<file path="config.mk">
export PLATFORM = sky130hd
export DESIGN_NAME = ro_sensor_array
export DESIGN_NICKNAME = d
export VERILOG_FILES = /design/src/rtl/ro_sensor_array.sv
export SDC_FILE = /design/constraint.sdc
export NUM_CORES = 1
export LEC_CHECK = 0
export BUFFER_PORTS_ARGS = -buffer_cell sky130_fd_sc_hd__buf_2
export CELL_PAD_IN_SITES_DETAIL_PLACEMENT = 0
export CELL_PAD_IN_SITES_GLOBAL_PLACEMENT = 1
export CORE_MARGIN = 1.5
export CORE_UTILIZATION = 33
export DETAILED_ROUTE_END_ITERATION = 12
export GPL_ROUTABILITY_DRIVEN = 0
export PLACE_DENSITY_LB_ADDON = 0.2
export RECOVER_POWER = 100
export SETUP_SLACK_MARGIN = 0.1
export SYNTH_ARGS = -nofsm -noshare
export SYNTH_HDL_FRONTEND = slang
export SYNTH_SLANG_ARGS = --single-unit
</file>
<file path="constraint.sdc">
create_clock -name clk -period 3.4 [get_ports clk]
set_clock_uncertainty 0.05 [all_clocks]
set_input_delay 0.17 -clock clk [delete_from_list [all_inputs] [get_ports clk]]
set_output_delay 0.17 -clock clk [all_outputs]
set_load 0.05 [all_outputs]
</file>
<file path="src/rtl/ro_sensor_array.sv">
// Multi-channel ring-oscillator frequency sensor: counts synchronised RO rising
// edges per channel over a programmable clk-cycle window, with alarm and overflow flags.
module ro_sensor_array #(
  parameter int NUM_CH      = 4,
  parameter int WIDTH       = 32,
  parameter int TIME_WIDTH  = 32,
  parameter int SYNC_STAGES = 2
) (
  input  logic                    clk,
  input  logic                    rst,
  input  logic [NUM_CH-1:0]       ro_in,
  input  logic [NUM_CH-1:0]       ch_en,
  input  logic [TIME_WIDTH-1:0]   meas_time,
  input  logic                    start,
  input  logic                    continuous,
  input  logic                    abort,
  input  logic [WIDTH-1:0]        thresh_lo,
  output logic                    busy,
  output logic                    done,
  output logic [NUM_CH*WIDTH-1:0] count_out,
  output logic [NUM_CH-1:0]       overflow,
  output logic [NUM_CH-1:0]       alarm
);

  typedef enum logic [1:0] {S_IDLE, S_ARM, S_MEASURE, S_LATCH} state_t;

  state_t                r_state;
  logic [NUM_CH-1:0]     r_sync [SYNC_STAGES];
  logic [NUM_CH-1:0]     r_hist;
  logic [NUM_CH-1:0]     r_en_q;
  logic [NUM_CH-1:0]     r_ovf_run;
  logic [WIDTH-1:0]      r_cnt [NUM_CH];
  logic [TIME_WIDTH-1:0] r_timer;
  logic [TIME_WIDTH-1:0] r_win_len;

  logic [NUM_CH-1:0]     w_edge_en;
  logic                  w_win_last;

  assign w_edge_en  = r_sync[SYNC_STAGES-1] & ~r_hist & r_en_q;
  assign w_win_last = (r_timer == r_win_len - TIME_WIDTH'(1));
  assign busy       = (r_state != S_IDLE);

  // NOTE: the synchroniser and history flops run in every state, so the
  // history is already valid when a window opens and ARM never sees a false edge.
  always_ff @(posedge clk) begin
    if (rst) begin
      for (int s = 0; s < SYNC_STAGES; s++) r_sync[s] <= '0;
      r_hist <= '0;
    end else begin
      r_sync[0] <= ro_in;
      for (int s = 1; s < SYNC_STAGES; s++) r_sync[s] <= r_sync[s-1];
      r_hist <= r_sync[SYNC_STAGES-1];
    end
  end

  // NOTE: every register here, including the counter array, is cleared by reset
  // because reset must leave all outputs and internal state at zero.
  always_ff @(posedge clk) begin
    if (rst) begin
      r_state   <= S_IDLE;
      r_en_q    <= '0;
      r_ovf_run <= '0;
      r_timer   <= '0;
      r_win_len <= '0;
      done      <= 1'b0;
      count_out <= '0;
      overflow  <= '0;
      alarm     <= '0;
      for (int i = 0; i < NUM_CH; i++) r_cnt[i] <= '0;
    end else begin
      done <= 1'b0;
      if (abort && r_state != S_IDLE) begin
        r_state <= S_IDLE;
      end else begin
        case (r_state)
          S_IDLE: begin
            if (start && !abort) begin
              r_win_len <= (meas_time == '0) ? TIME_WIDTH'(1) : meas_time;
              r_state   <= S_ARM;
            end
          end
          S_ARM: begin
            r_timer   <= '0;
            r_ovf_run <= '0;
            r_en_q    <= ch_en;
            for (int i = 0; i < NUM_CH; i++) r_cnt[i] <= '0;
            r_state   <= S_MEASURE;
          end
          S_MEASURE: begin
            r_timer <= r_timer + TIME_WIDTH'(1);
            // Saturate instead of wrapping; the overflow flag stays set for the window.
            for (int i = 0; i < NUM_CH; i++) begin
              if (w_edge_en[i]) begin
                if (&r_cnt[i]) r_ovf_run[i] <= 1'b1;
                else           r_cnt[i]     <= r_cnt[i] + WIDTH'(1);
              end
            end
            if (w_win_last) r_state <= S_LATCH;
          end
          S_LATCH: begin
            for (int i = 0; i < NUM_CH; i++) begin
              count_out[i*WIDTH +: WIDTH] <= r_cnt[i];
              alarm[i] <= r_en_q[i] && (r_cnt[i] < thresh_lo);
            end
            overflow <= r_ovf_run;
            done     <= 1'b1;
            r_state  <= continuous ? S_ARM : S_IDLE;
          end
          default: r_state <= S_IDLE;
        endcase
      end
    end
  end

endmodule

</file>
==> results.py <==
metrics = {
    "clock_tree": {
        "sinks_on_the_clock_net": 351,
        "clock_latency_ns": 0.57,
        "clk_root_buffer_cell": "clkbuf_16",
        "cts_htree_levels": 2,
        "num_cts_buffers": 42,
        "cts_tree": "built",
        "cts.clk_slew.worst_paths_ns": 0.06,
        "max-clock-path-buffers": 3,
    },
    "drt": {
        "route.vias.total": 15600,
        "dr.pass1.iters": 6,
        "route.detailed.wl_per_inst_um": 19.0,
        "routed_wl_um": 58700,
        "avgViaCountPerCell": 5.05,
        "antenna_violating_nets_post_route": 0,
        "drt_iter0_markers": 949,
        "remaining_drc_errors": 0,
    },
    "timing": {
        "totalNegativeSetupSlack_ns": 0,
        "slew_violations": 0,
        "grt_setup_unrepaired": "no",
        "finalWorstSetupSlack_ns": 0.223,
        "hold_slack_ns": 0.0890,
        "final.min_clock_period_ns": 3.18,
        "hold_viol": 0,
        "report.final.setup_viol": 0,
        "final_worst_path_cycle_share_pct": 93.4,
        "timing_worst_slew_pin_value_ns": 1.38,
        "clock.fmax_mhz": 315,
        "slew_headroom_pct": 8.15,
    },
    "logic_synthesis": {
        "postSynthAreaPerCell_um2": 8.62,
        "synth_largest_area_cell": "dfxtp_1",
        "synth_top_cell_area_share_pct": 28.1,
        "mappedNetlistArea_um2": 18200,
        "ys_warn_count": 0,
        "number_of_synthesized_flops_with_an_enable_pin": 96,
        "async_reset_ff_share_pct": 0,
        "netlist_top_cells_area": "dfxtp_1 28%, edfxtp_1 16%, ha_1 9.2%",
        "netlist-cell-type-count": 64,
        "post_synthesis_net_count": 2318,
        "synth_flop_cell": "dfxtp_1",
        "ys_seq_elements": 351,
        "number_of_instances_in_the_synthesized_netlist": 2107,
        "sequential_element_share_of_the_synthesized_area_pct": 44.0,
    },
    "power_and_ir_drop": {
        "pwr-share-seq_pct": 41.2,
        "p_sw_mw": 3.73,
        "vdd.ir_drop.worst_mv": 0.313,
        "p_per_area_nw_per_um2": 563,
        "p_int_mw": 8.61,
        "sw_frac_of_total_pct": 30.2,
        "combinational_group_share_of_total_power_pct": 18.3,
        "p_total_mw": 12.3,
        "clock_power_share_pct": 40.5,
        "p_leak_nw": 8.32,
    },
    "floorplan": {
        "floorplan.core_area_um2": 54100,
        "fp.dieW_um": 238,
        "initial_core_util_pct": 33.6,
        "die_height_um": 238,
        "rows": 85,
        "die-area_um2": 56500,
        "pin_count": 215,
    },
    "worst_setup_path": {
        "critical_path.startpoint_type": "flop",
        "crit_slowest_cell": "or3_1",
        "timing.rr.end": "r_state[1]",
        "timing.critical_path.to_type": "flop",
        "worstSetupPathType": "flop to flop",
        "cpLargestDelayFamily": "simple AND/OR/NAND/NOR gates",
        "critical_path.cell_chain": "inv_1 > ha_4 > nor3b_4 > nand4_1 > or3_1 > nor3_1 > o22ai_1 > or4_4 > o31a_1 > a221oi_2 > mux2i_1",
        "worst_r2r_path_depth": 11,
        "critPathRequiredTime_ns": 3.85,
        "cp_max_fo": 6,
        "max_stage_delay_ns": 0.44,
        "path_length_in_cells_of_the_critical_path": 11,
        "ff2ff_setup_slack_ns": 0.22,
        "worst-path-buf-inv": 1,
        "cp-startpoint": "r_win_len[0]",
        "timing_endpoint_of_the_critical_path": "r_state[1]",
        "timing.rr.start": "r_win_len[0]",
        "crit_arrival_ns": 3.63,
    },
    "finish": {
        "layout_common_cells": "416 x nand2_1, 255 x dfxtp_1, 227 x nor2_1",
        "area_growth_from_synthesis_to_layout_pct": 20.6,
        "layout_commonest_cell": "nand2_1",
        "fin_nets": 2573,
        "layout_fillers": 5571,
        "layout.core_utilization_pct": 40.5,
        "post_route_cells_drive_above_1_share_pct": 8.56,
    },
    "outcome": {
        "outcome": "complete, no violations",
    },
    "grt": {
        "maximum_number_of_pins_on_one_net_before_global_route_repair": 133,
        "grt_use_met1_pct": 28.6,
        "global_route.overflow_total": 0,
        "grt.total_usage_pct": 20.6,
        "grt_pass1_wl_um": 89800,
        "grt_use_met3_pct": 3.08,
        "grt_antenna_before_repair": 1,
        "grt_pass1_vias": 15100,
        "globalRouteMet2Util_pct": 33.2,
        "global_route.peak_usage_layer": "met2",
    },
    "min_path": {
        "holdCritPathClass": "input pin to flop",
        "timing.hold.worst.start": "start",
    },
    "job": {
        "cap_violations": 0,
    },
    "placement": {
        "portBuffers": 214,
        "hpwl_um": 42600,
        "post-place-ws_ns": 0.178,
    },
}
-- state kept, by name, indices dropped and copies added (netlist names) --
register,count
count_out,128
r_cnt,128
r_timer,32
r_win_len,32
r_sync,8
alarm,4
overflow,4
r_en_q,4
r_hist,4
r_ovf_run,4
r_state,2
done,1
-- cells by family after synthesis --
logic type                 after synthesis  share of synthesized area, %
DFF                                    351                          44.0
buffers and inverters                  134                          2.82
muxes                                    7                         0.400
xor gates and xnor gates               181                          8.73
and+or+nand+nor                        951                          23.8
adders and majority gates              134                          9.23
AOI/OAI and AO/OA                      349                          11.0
-- cell usage after synthesis, types with 4 or more instances --
library cell and n:
o211ai_1 7, nor4_1 17, and2_1 8, inv_1 50
clkbuf_1 79, nand2_1 418, dfxtp_1 255, nor3_1 22
nor2_1 227, and4_1 15, nor2b_1 31, o21ai_0 35
nand4_1 47, xnor2_1 76, a211oi_1 4, and3_1 32
a221oi_1 4, edfxtp_1 96, nand3b_1 8, a21o_1 35
xor2_1 105, or3_1 19, ha_1 134, a21oi_1 226
nand3_1 68, mux2i_1 5, nand2b_1 15, a31oi_1 5
or2_2 7, a22o_1 4
-- routing by layer --
metal  wire length, um  share of wire (%)
met5                 0                  0
met4              1280                2.2
met3              2510                4.3
met2             26700                 46
met1             28200                 48
-- worst min-delay path, stage by stage --
cell and delay (ns):
buf_2 0.10, nand2b_1 0.18, a221oi_2 0.10, mux2i_1 0.11
-- what timing repair did --
item                                    4_1_cts  5_1_grt
endpoints found under the hold margin        43        0
resized for setup                             0        5
buffers inserted                              0        1
endpoints found under the setup margin        0        2
hold buffers                                 42        0
-- final cells by class --
type	instances	area, um2	share of cell area [%]
sequential	351	7990	36.5
timing repair buffer	295	1600	7.30
multi-input combinational	1622	9700	44.3
inverter	50	188	0.857
antenna	1	2.50	0.0114
tap	696	871	3.98
clock buffer	60	1370	6.25
clock inverter	16	193	0.880
-- power by group through the flow --
| stage | logic (mW) | clock network (mW) | registers [mW] |
|---|---|---|---|
| after floorplan | 1.48 | 0 | 5.11 |
| after global placement | 2.22 | 0 | 5.15 |
| after detailed placement | 2.25 | 0 | 5.17 |
| after CTS | 2.30 | 5.13 | 5.08 |
| after global routing | 2.52 | 5.28 | 5.13 |
| final | 2.26 | 4.99 | 5.08 |
-- how the worst min path moves through the flow --
stage / depth (start not counted) / to / slack, ns
2_1_floorplan: 1 / r_en_q[0] / 0.25
3_5_place_dp: 2 / r_sync[0][3] / 0.34
4_1_cts: 4 / r_state[1] / 0.07
3_3_place_gp: 2 / r_sync[0][3] / 0.34
5_1_grt: 4 / r_state[1] / 0.08
6_report: 4 / r_state[1] / 0.09
-- metrics by stage --
step / instance area, um2 / std cells
2_1_floorplan: 18200 / 2107
3_3_place_gp: 20100 / 2971
3_5_place_dp: 20100 / 2971
4_1_cts: 22100 / 3089
5_1_grt: 21900 / 3090
6_report: 21900 / 3091
No activity file was read; power rests on OpenSTA's default activity.
